`src/rtl/exec_step_controller.sv`:
```
// exec_step_controller
// Produces the datapath clock enable for the 16-bit RISC core. Three modes:
// single-step bursts from the debounced step button, free-run paced by a
// rate divider, and a halted mode entered when the core executes a halt.
// State and an executed-cycle counter are exported for the board display.

module exec_step_controller #(
   parameter int STEP_CYCLES = 1,
   parameter int RUN_DIV     = 4,
   parameter int CNT_W       = 16
) (
   input  logic             clk,
   input  logic             reset,
   input  logic             step_pulse,
   input  logic             run_sw,
   input  logic             halt_req,
   input  logic             resume,
   output logic             cpu_en,
   output logic [1:0]       state,
   output logic             busy,
   output logic [CNT_W-1:0] cycle_count
);

   // Encoding is visible on the board display, so it is fixed explicitly.
   typedef enum logic [1:0] {
      ST_IDLE   = 2'b00,
      ST_STEP   = 2'b01,
      ST_RUN    = 2'b10,
      ST_HALTED = 2'b11
   } state_t;

   // Both counters are 8 bits because both parameters are limited to 1..255.
   localparam logic [7:0] STEP_LOAD = 8'(STEP_CYCLES);
   localparam logic [7:0] DIV_LAST  = 8'(RUN_DIV - 1);

   state_t           state_q, state_d;
   logic             cpu_en_q, cpu_en_d;
   logic [7:0]       step_cnt_q, step_cnt_d;
   logic [7:0]       div_q, div_d;
   logic [CNT_W-1:0] cycle_count_q, cycle_count_d;

   logic [7:0]       step_dec;
   logic             run_tick;
   logic [7:0]       div_next;

   // Next-state, enable and counter logic. The divider is held at zero
   // whenever we are not running, so the same "divider at its last value"
   // test also handles the entry edge: with RUN_DIV=1 the enable starts on
   // the entry edge, otherwise the first enable lands RUN_DIV clocks in.
   always_comb begin
      state_d       = state_q;
      cpu_en_d      = 1'b0;
      step_cnt_d    = 8'd0;
      div_d         = 8'd0;
      step_dec      = step_cnt_q - 8'd1;
      run_tick      = (div_q == DIV_LAST);
      div_next      = run_tick ? 8'd0 : (div_q + 8'd1);
      cycle_count_d = cycle_count_q + {{(CNT_W-1){1'b0}}, cpu_en_q};

      case (state_q)
         ST_IDLE: begin
            if (halt_req) begin
               state_d = ST_HALTED;
            end else if (run_sw) begin
               state_d  = ST_RUN;
               cpu_en_d = run_tick;
               div_d    = div_next;
            end else if (step_pulse) begin
               state_d    = ST_STEP;
               cpu_en_d   = 1'b1;
               step_cnt_d = STEP_LOAD;
            end
         end

         ST_STEP: begin
            if (halt_req) begin
               state_d = ST_HALTED;
            end else if (step_dec == 8'd0) begin
               state_d = ST_IDLE;
            end else begin
               cpu_en_d   = 1'b1;
               step_cnt_d = step_dec;
            end
         end

         ST_RUN: begin
            if (halt_req) begin
               state_d = ST_HALTED;
            end else if (!run_sw) begin
               state_d = ST_IDLE;
            end else begin
               cpu_en_d = run_tick;
               div_d    = div_next;
            end
         end

         ST_HALTED: begin
            if (resume && !halt_req) begin
               state_d = ST_IDLE;
            end
         end

         default: begin
            state_d = ST_IDLE;
         end
      endcase
   end

   // Registered state; reset abandons any burst or run with no trailing enable.
   always_ff @(posedge clk) begin
      if (reset) begin
         state_q       <= ST_IDLE;
         cpu_en_q      <= 1'b0;
         step_cnt_q    <= 8'd0;
         div_q         <= 8'd0;
         cycle_count_q <= '0;
      end else begin
         state_q       <= state_d;
         cpu_en_q      <= cpu_en_d;
         step_cnt_q    <= step_cnt_d;
         div_q         <= div_d;
         cycle_count_q <= cycle_count_d;
      end
   end

   // Outputs come straight from flops; busy is a decode of the state flops.
   always_comb begin
      cpu_en      = cpu_en_q;
      state       = state_q;
      busy        = (state_q == ST_STEP) || (state_q == ST_RUN);
      cycle_count = cycle_count_q;
   end

endmodule

```
`config.mk`:
```
export PLATFORM = sky130hd
export DESIGN_NAME = exec_step_controller
export DESIGN_NICKNAME = d
export VERILOG_FILES = /design/src/rtl/exec_step_controller.sv
export SDC_FILE = /design/constraint.sdc
export NUM_CORES = 1
export LEC_CHECK = 0
export BUFFER_PORTS_ARGS = -buffer_cell sky130_fd_sc_hd__buf_2
export CAP_MARGIN = 10
export CORE_UTILIZATION = 49
export DETAILED_ROUTE_END_ITERATION = 8
export PLACE_DENSITY = 0.76
export SYNTH_ARGS = -nofsm -noshare
export SYNTH_HDL_FRONTEND = slang
export SYNTH_SLANG_ARGS = --single-unit
```
`constraint.sdc`:
```
create_clock -name clk -period 5.5 [get_ports clk]
set_clock_uncertainty 0.15 [all_clocks]
set_input_delay 1.65 -clock clk [delete_from_list [all_inputs] [get_ports clk]]
set_output_delay 1.65 -clock clk [all_outputs]
set_load 0.01 [all_outputs]
```
==> results of run 1 <==
==> worst max-delay path by stage <==
stage | slack (ps) | cells past startpoint | startpoint | end
finish | 2410 | 3 | state[0]$_SDFFE_PP0P_ | busy
global route | 2310 | 3 | state[0]$_SDFFE_PP0P_ | busy
CTS | 2390 | 3 | state[0]$_SDFFE_PP0P_ | busy
detailed placement | 2340 | 6 | run_sw | state[1]$_SDFFE_PP0P_
global placement | 2390 | 6 | run_sw | state[1]$_SDFFE_PP0P_
floorplan | 2590 | 5 | run_sw | state[0]$_SDFFE_PP0P_
==> power breakdown <==
group | internal (uW) | total [uW] | switching (uW) | leakage [uW]
logic | 73.4 | 169 | 95.2 | 0.000485
clock network | 95.7 | 184 | 88.2 | 0.0000452
registers | 269 | 287 | 17.5 | 0.000283
total | 438 | 639 | 201 | 0.000813
==> area by class of cell <==
class	count	area [sq um]	share of cell area (%)
Sequential cell	35	701	35.6
Clock buffer	5	37.5	1.91
Multi-Input combinational cell	146	973	49.5
Clock inverter	3	43.8	2.23
Tap cell	46	57.6	2.92
Timing Repair Buffer	25	125	6.36
Inverter	8	30.0	1.53
==> sequential cells by signal (all words and copies together) (netlist names) <==
signal and count:
step_cnt_q 8, cpu_en 1, cycle_count 16, state 2, div_q 8
==> per-layer routing <==
metal  GRT usage [%]  wire length, um  vias up
met5               0                0        -
met4            6.82               21        0
met3            5.88              131        2
met2            30.7             1500       23
met1            21.1             1410      658
li1                -                -      732
==> metrics by stage <==
step                power [uW]  hold WS, ps
floorplan                  419          288
global placement           456          306
detailed placement         460          317
CTS                        646          342
global route               683          368
finish                     639          333
==> worst max-delay path, stage by stage, from the launching register on <==
cell	delay, ps
dfxtp_1	400
inv_1	100
ha_1	310
buf_2	140
==> logic make-up (layout without fill, tap and decap cells) <==
logic type	count (synthesis)	in the layout	synth area share [%]
mux	2	2	1.31
simple gates	86	86	27.6
buf+inv	11	41	2.41
fa+ha+maj	9	9	6.56
compound gates	30	30	11.5
flops	35	35	40.8
xor+xnor	19	19	9.70
==> cell usage in the layout, fill, tap and decap left out, types with 2 or more instances in the layout <==
cell type	synthesis	final
dfxtp_1	35	35
nor2_1	28	28
buf_2	0	25
nand2_1	13	13
xor2_1	12	12
o21ai_0	11	11
a21oi_1	9	9
ha_1	9	9
inv_1	8	8
nand3_1	8	8
xnor2_1	7	7
or3_1	6	6
and3_1	5	5
clkbuf_4	0	5
nand4_1	4	4
nor3_1	4	4
nor2b_1	2	2
nand2b_1	2	2
a31oi_1	2	2
o2111ai_1	2	2
mux2_1	2	2
==> run metrics, run 1 <==
Synth async-reset ratio 0%; DP Area 1890 sq um; DRC Markers 0; TritonCTS buffer count 5; Hold Path Sink div_q[0]$_SDFF_PP0_; row count 21; vias in the first global route 1,221; DR vias 1,415; reg2reg start step_cnt_q[0]$_SDFF_PP0_; Hold Path Cell Cnt 1; Placed Cells 260; routability cong. 0.826; Clk pin slew, worst setup/hold paths 110 ps; fin crit share 56.2%; diodes inserted 0; vias per inst 5.28; Leakage 0.000813 uW; RSZ-0062 raised after global routing no; share of post-route cells with drive strength above 1 19.8%; WP data required 3700 ps; die height 61.2 um; worst skew pair latency 340 ps; Yosys reg bits 35; DP Wirelength 2230 um; Reg-to-Reg End state[1]$_SDFFE_PP0P_; leading area contributor after synthesis dfxtp_1; Worst Setup Path Type reg -> out; Slew Limit Fails 0; post_cts resized 0; clock root cell clkbuf_4; # nets final 236; fill cell count 316; first-pass GRT wire length 5020 um; setup violators final 0; max cap viols 0; drt total wl 3060 um; Ys Warns 0; CTS Hold Bufs 0; CTS tree built; non-filler cells, final 268; largest net degree at the start of global routing 23; Power Density 325 nW/um^2; flop-to-flop setup slack 3020 ps; Distinct cells, synth 40; top cell type's share of synthesized area 40.8%; cell area after layout 1970 sq um; CORE AREA 3340 sq um; Synth top cells by count dfxtp_1, nor2_1, nand2_1; CP max FO 4; Pre-antenna DRT Iters 4; P&R area growth vs syn 14.7%; sequential area share after synthesis 40.8%; final hold viol count 0; Syn Area/Cell 8.93 sq um; post-synthesis cell count 192; antenna violations before repair 0; PortBufs 25; maximum VDD drop 0.173 mV; Startpoint Class flop; status complete, no violations; EDFF count, synth 0; Setup WS pre-CTS 2340 ps; R2R depth 7; Worst Setup Slack, final 2410 ps; top_reg_cell synth dfxtp_1; hold_sp div_q[0]$_SDFF_PP0_; Die Wd 61.2 um; num ports 26; # H-tree levels 2; clock buffer depth 2; Worst slew margin 56.9%; die area 3740 sq um; drt initial violations 20; final core area utilization 59.0%; Final min period 3090 ps; DR WL/cell 11.4 um; Highest Clock Rate 323 MHz; CP endpoint kind output port; Overflow after GRT 0; CTS sink cnt 35; Worst Hold Class reg -> reg; setup tns final 0 ps; GRT Util Overall 18.1%; WP data arrival 1290 ps; Post-CTS Setup Inserts 0; most frequent cell after synthesis dfxtp_1; synthesized cell area 1720 sq um; Synth area leaders dfxtp_1, ha_1, nor2_1; Post-DRT Antenna Nets 0; Initial Util 51.4%; Mapped Nets 207; worst slew pin tran 646 ps
No activity file was read; power rests on OpenSTA's default activity.
==> inputs of run 2 (changes only) <==
==> constraint.sdc (replaced) <==
create_clock -name clk -period 2.87 [get_ports clk]
set_clock_uncertainty 0.15 [all_clocks]
set_input_delay 0.861 -clock clk [delete_from_list [all_inputs] [get_ports clk]]
set_output_delay 0.861 -clock clk [all_outputs]
set_load 0.01 [all_outputs]
==> run metrics, run 2 (same netlist as run 1, synthesis figures left out) <==
DP Wirelength 2250 um; Worst Hold Class reg -> reg; DRC Markers 0; antenna violations before repair 0; TritonCTS buffer count 5; Leakage 0.000813 uW; DP Area 1890 sq um; num ports 26; Worst Setup Path Type reg -> reg; Startpoint Class flop; Die Wd 61.2 um; vias per inst 5.20; Reg-to-Reg End state[1]$_SDFFE_PP0P_; maximum VDD drop 0.368 mV; drt initial violations 97; reg2reg start step_cnt_q[0]$_SDFF_PP0_; CORE AREA 3340 sq um; RSZ-0062 raised after global routing no; vias in the first global route 1,197; non-filler cells, final 268; CTS tree built; diodes inserted 0; DR vias 1,393; flop-to-flop setup slack 410 ps; routability cong. 0.817; cell area after layout 1970 sq um; worst slew pin tran 680 ps; DR WL/cell 11.5 um; Slew Limit Fails 0; CTS sink cnt 35; CTS Hold Bufs 0; Clk pin slew, worst setup/hold paths 100 ps; Final min period 2460 ps; largest net degree at the start of global routing 23; final hold viol count 0; Pre-antenna DRT Iters 4; WP data arrival 2540 ps; clock buffer depth 2; Overflow after GRT 0; fin crit share 85.6%; # nets final 236; Highest Clock Rate 407 MHz; Pwr Total 1230 uW; CP endpoint kind flop; worst skew pair latency 350 ps; WP data required 2950 ps; R2R depth 7; hold_sp div_q[0]$_SDFF_PP0_; die height 61.2 um; setup violators final 0; die area 3740 sq um; max reg flops 16; max cap viols 0; most frequent cells in the layout dfxtp_1, nor2_1, buf_2; most common cell after layout, fill and taps aside dfxtp_1; share of post-route cells with drive strength above 1 19.8%; Worst slew margin 54.6%; Setup WS pre-CTS 435 ps; CP max FO 6; Placed Cells 260; Worst Setup Slack, final 414 ps; status complete, no violations; Power Density 623 nW/um^2; P&R area growth vs syn 14.7%; GRT Util Overall 18.2%; # H-tree levels 2; Hold Path Sink div_q[0]$_SDFF_PP0_; PortBufs 25; Post-CTS Setup Inserts 0; setup tns final 0 ps; Post-DRT Antenna Nets 0; drt total wl 3080 um; first-pass GRT wire length 4850 um; Initial Util 51.4%; row count 21; clock root cell clkbuf_4; Hold Path Cell Cnt 1; post_cts resized 0
-- run 2: cell counts in the layout (fill, tap and decap cells not counted) --
Identical to the previous run, type by type.
-- run 2: worst max path at each step --
stage,from,to,slack (ps)
CTS,step_cnt_q[0]$_SDFF_PP0_,state[1]$_SDFFE_PP0P_,410
global route,step_cnt_q[1]$_SDFF_PP0_,state[1]$_SDFFE_PP0P_,300
detailed placement,step_cnt_q[0]$_SDFF_PP0_,state[1]$_SDFFE_PP0P_,440
global placement,step_cnt_q[0]$_SDFF_PP0_,state[1]$_SDFFE_PP0P_,500
floorplan,step_cnt_q[0]$_SDFF_PP0_,state[0]$_SDFFE_PP0P_,570
finish,step_cnt_q[0]$_SDFF_PP0_,state[1]$_SDFFE_PP0P_,410
-- run 2: layout make-up --
class / instances / area [sq um]
multi-input combinational: 146 / 973
tap: 46 / 57.6
clock inverter: 3 / 43.8
clock buffer: 5 / 37.5
timing repair buffer: 25 / 125
inverter: 8 / 30.0
sequential: 35 / 701
fill: 326 / 1370
-- run 2: where the power goes --
group	internal [uW]	switching [uW]	total, uW
Sequential	516	33.7	550
Combinational	140	181	321
Clock	183	173	356
Total	839	388	1230
-- run 2: per-layer routing --
layer	vias to the layer above	GRT usage [%]	wire length [um]
met5	-	0	0
met4	0	8.77	52
met3	5	7.77	179
met2	28	32.0	1440
met1	634	18.6	1410
li1	726	-	-
-- run 2: worst max-delay path, stage by stage, from the launching register on --
cell and delay (ps):
dfxtp_1 370, inv_1 100, ha_1 250, or4b_4 530
nor4b_4 240, a211oi_2 90, o31ai_4 290, mux2_1 340
-- run 2: per-stage QoR --
step                util (%)  hold WS [ps]
finish                  59.0           341
global placement        56.5           306
floorplan                  -           288
global route            59.0           358
CTS                     59.0           342
detailed placement      56.5           316
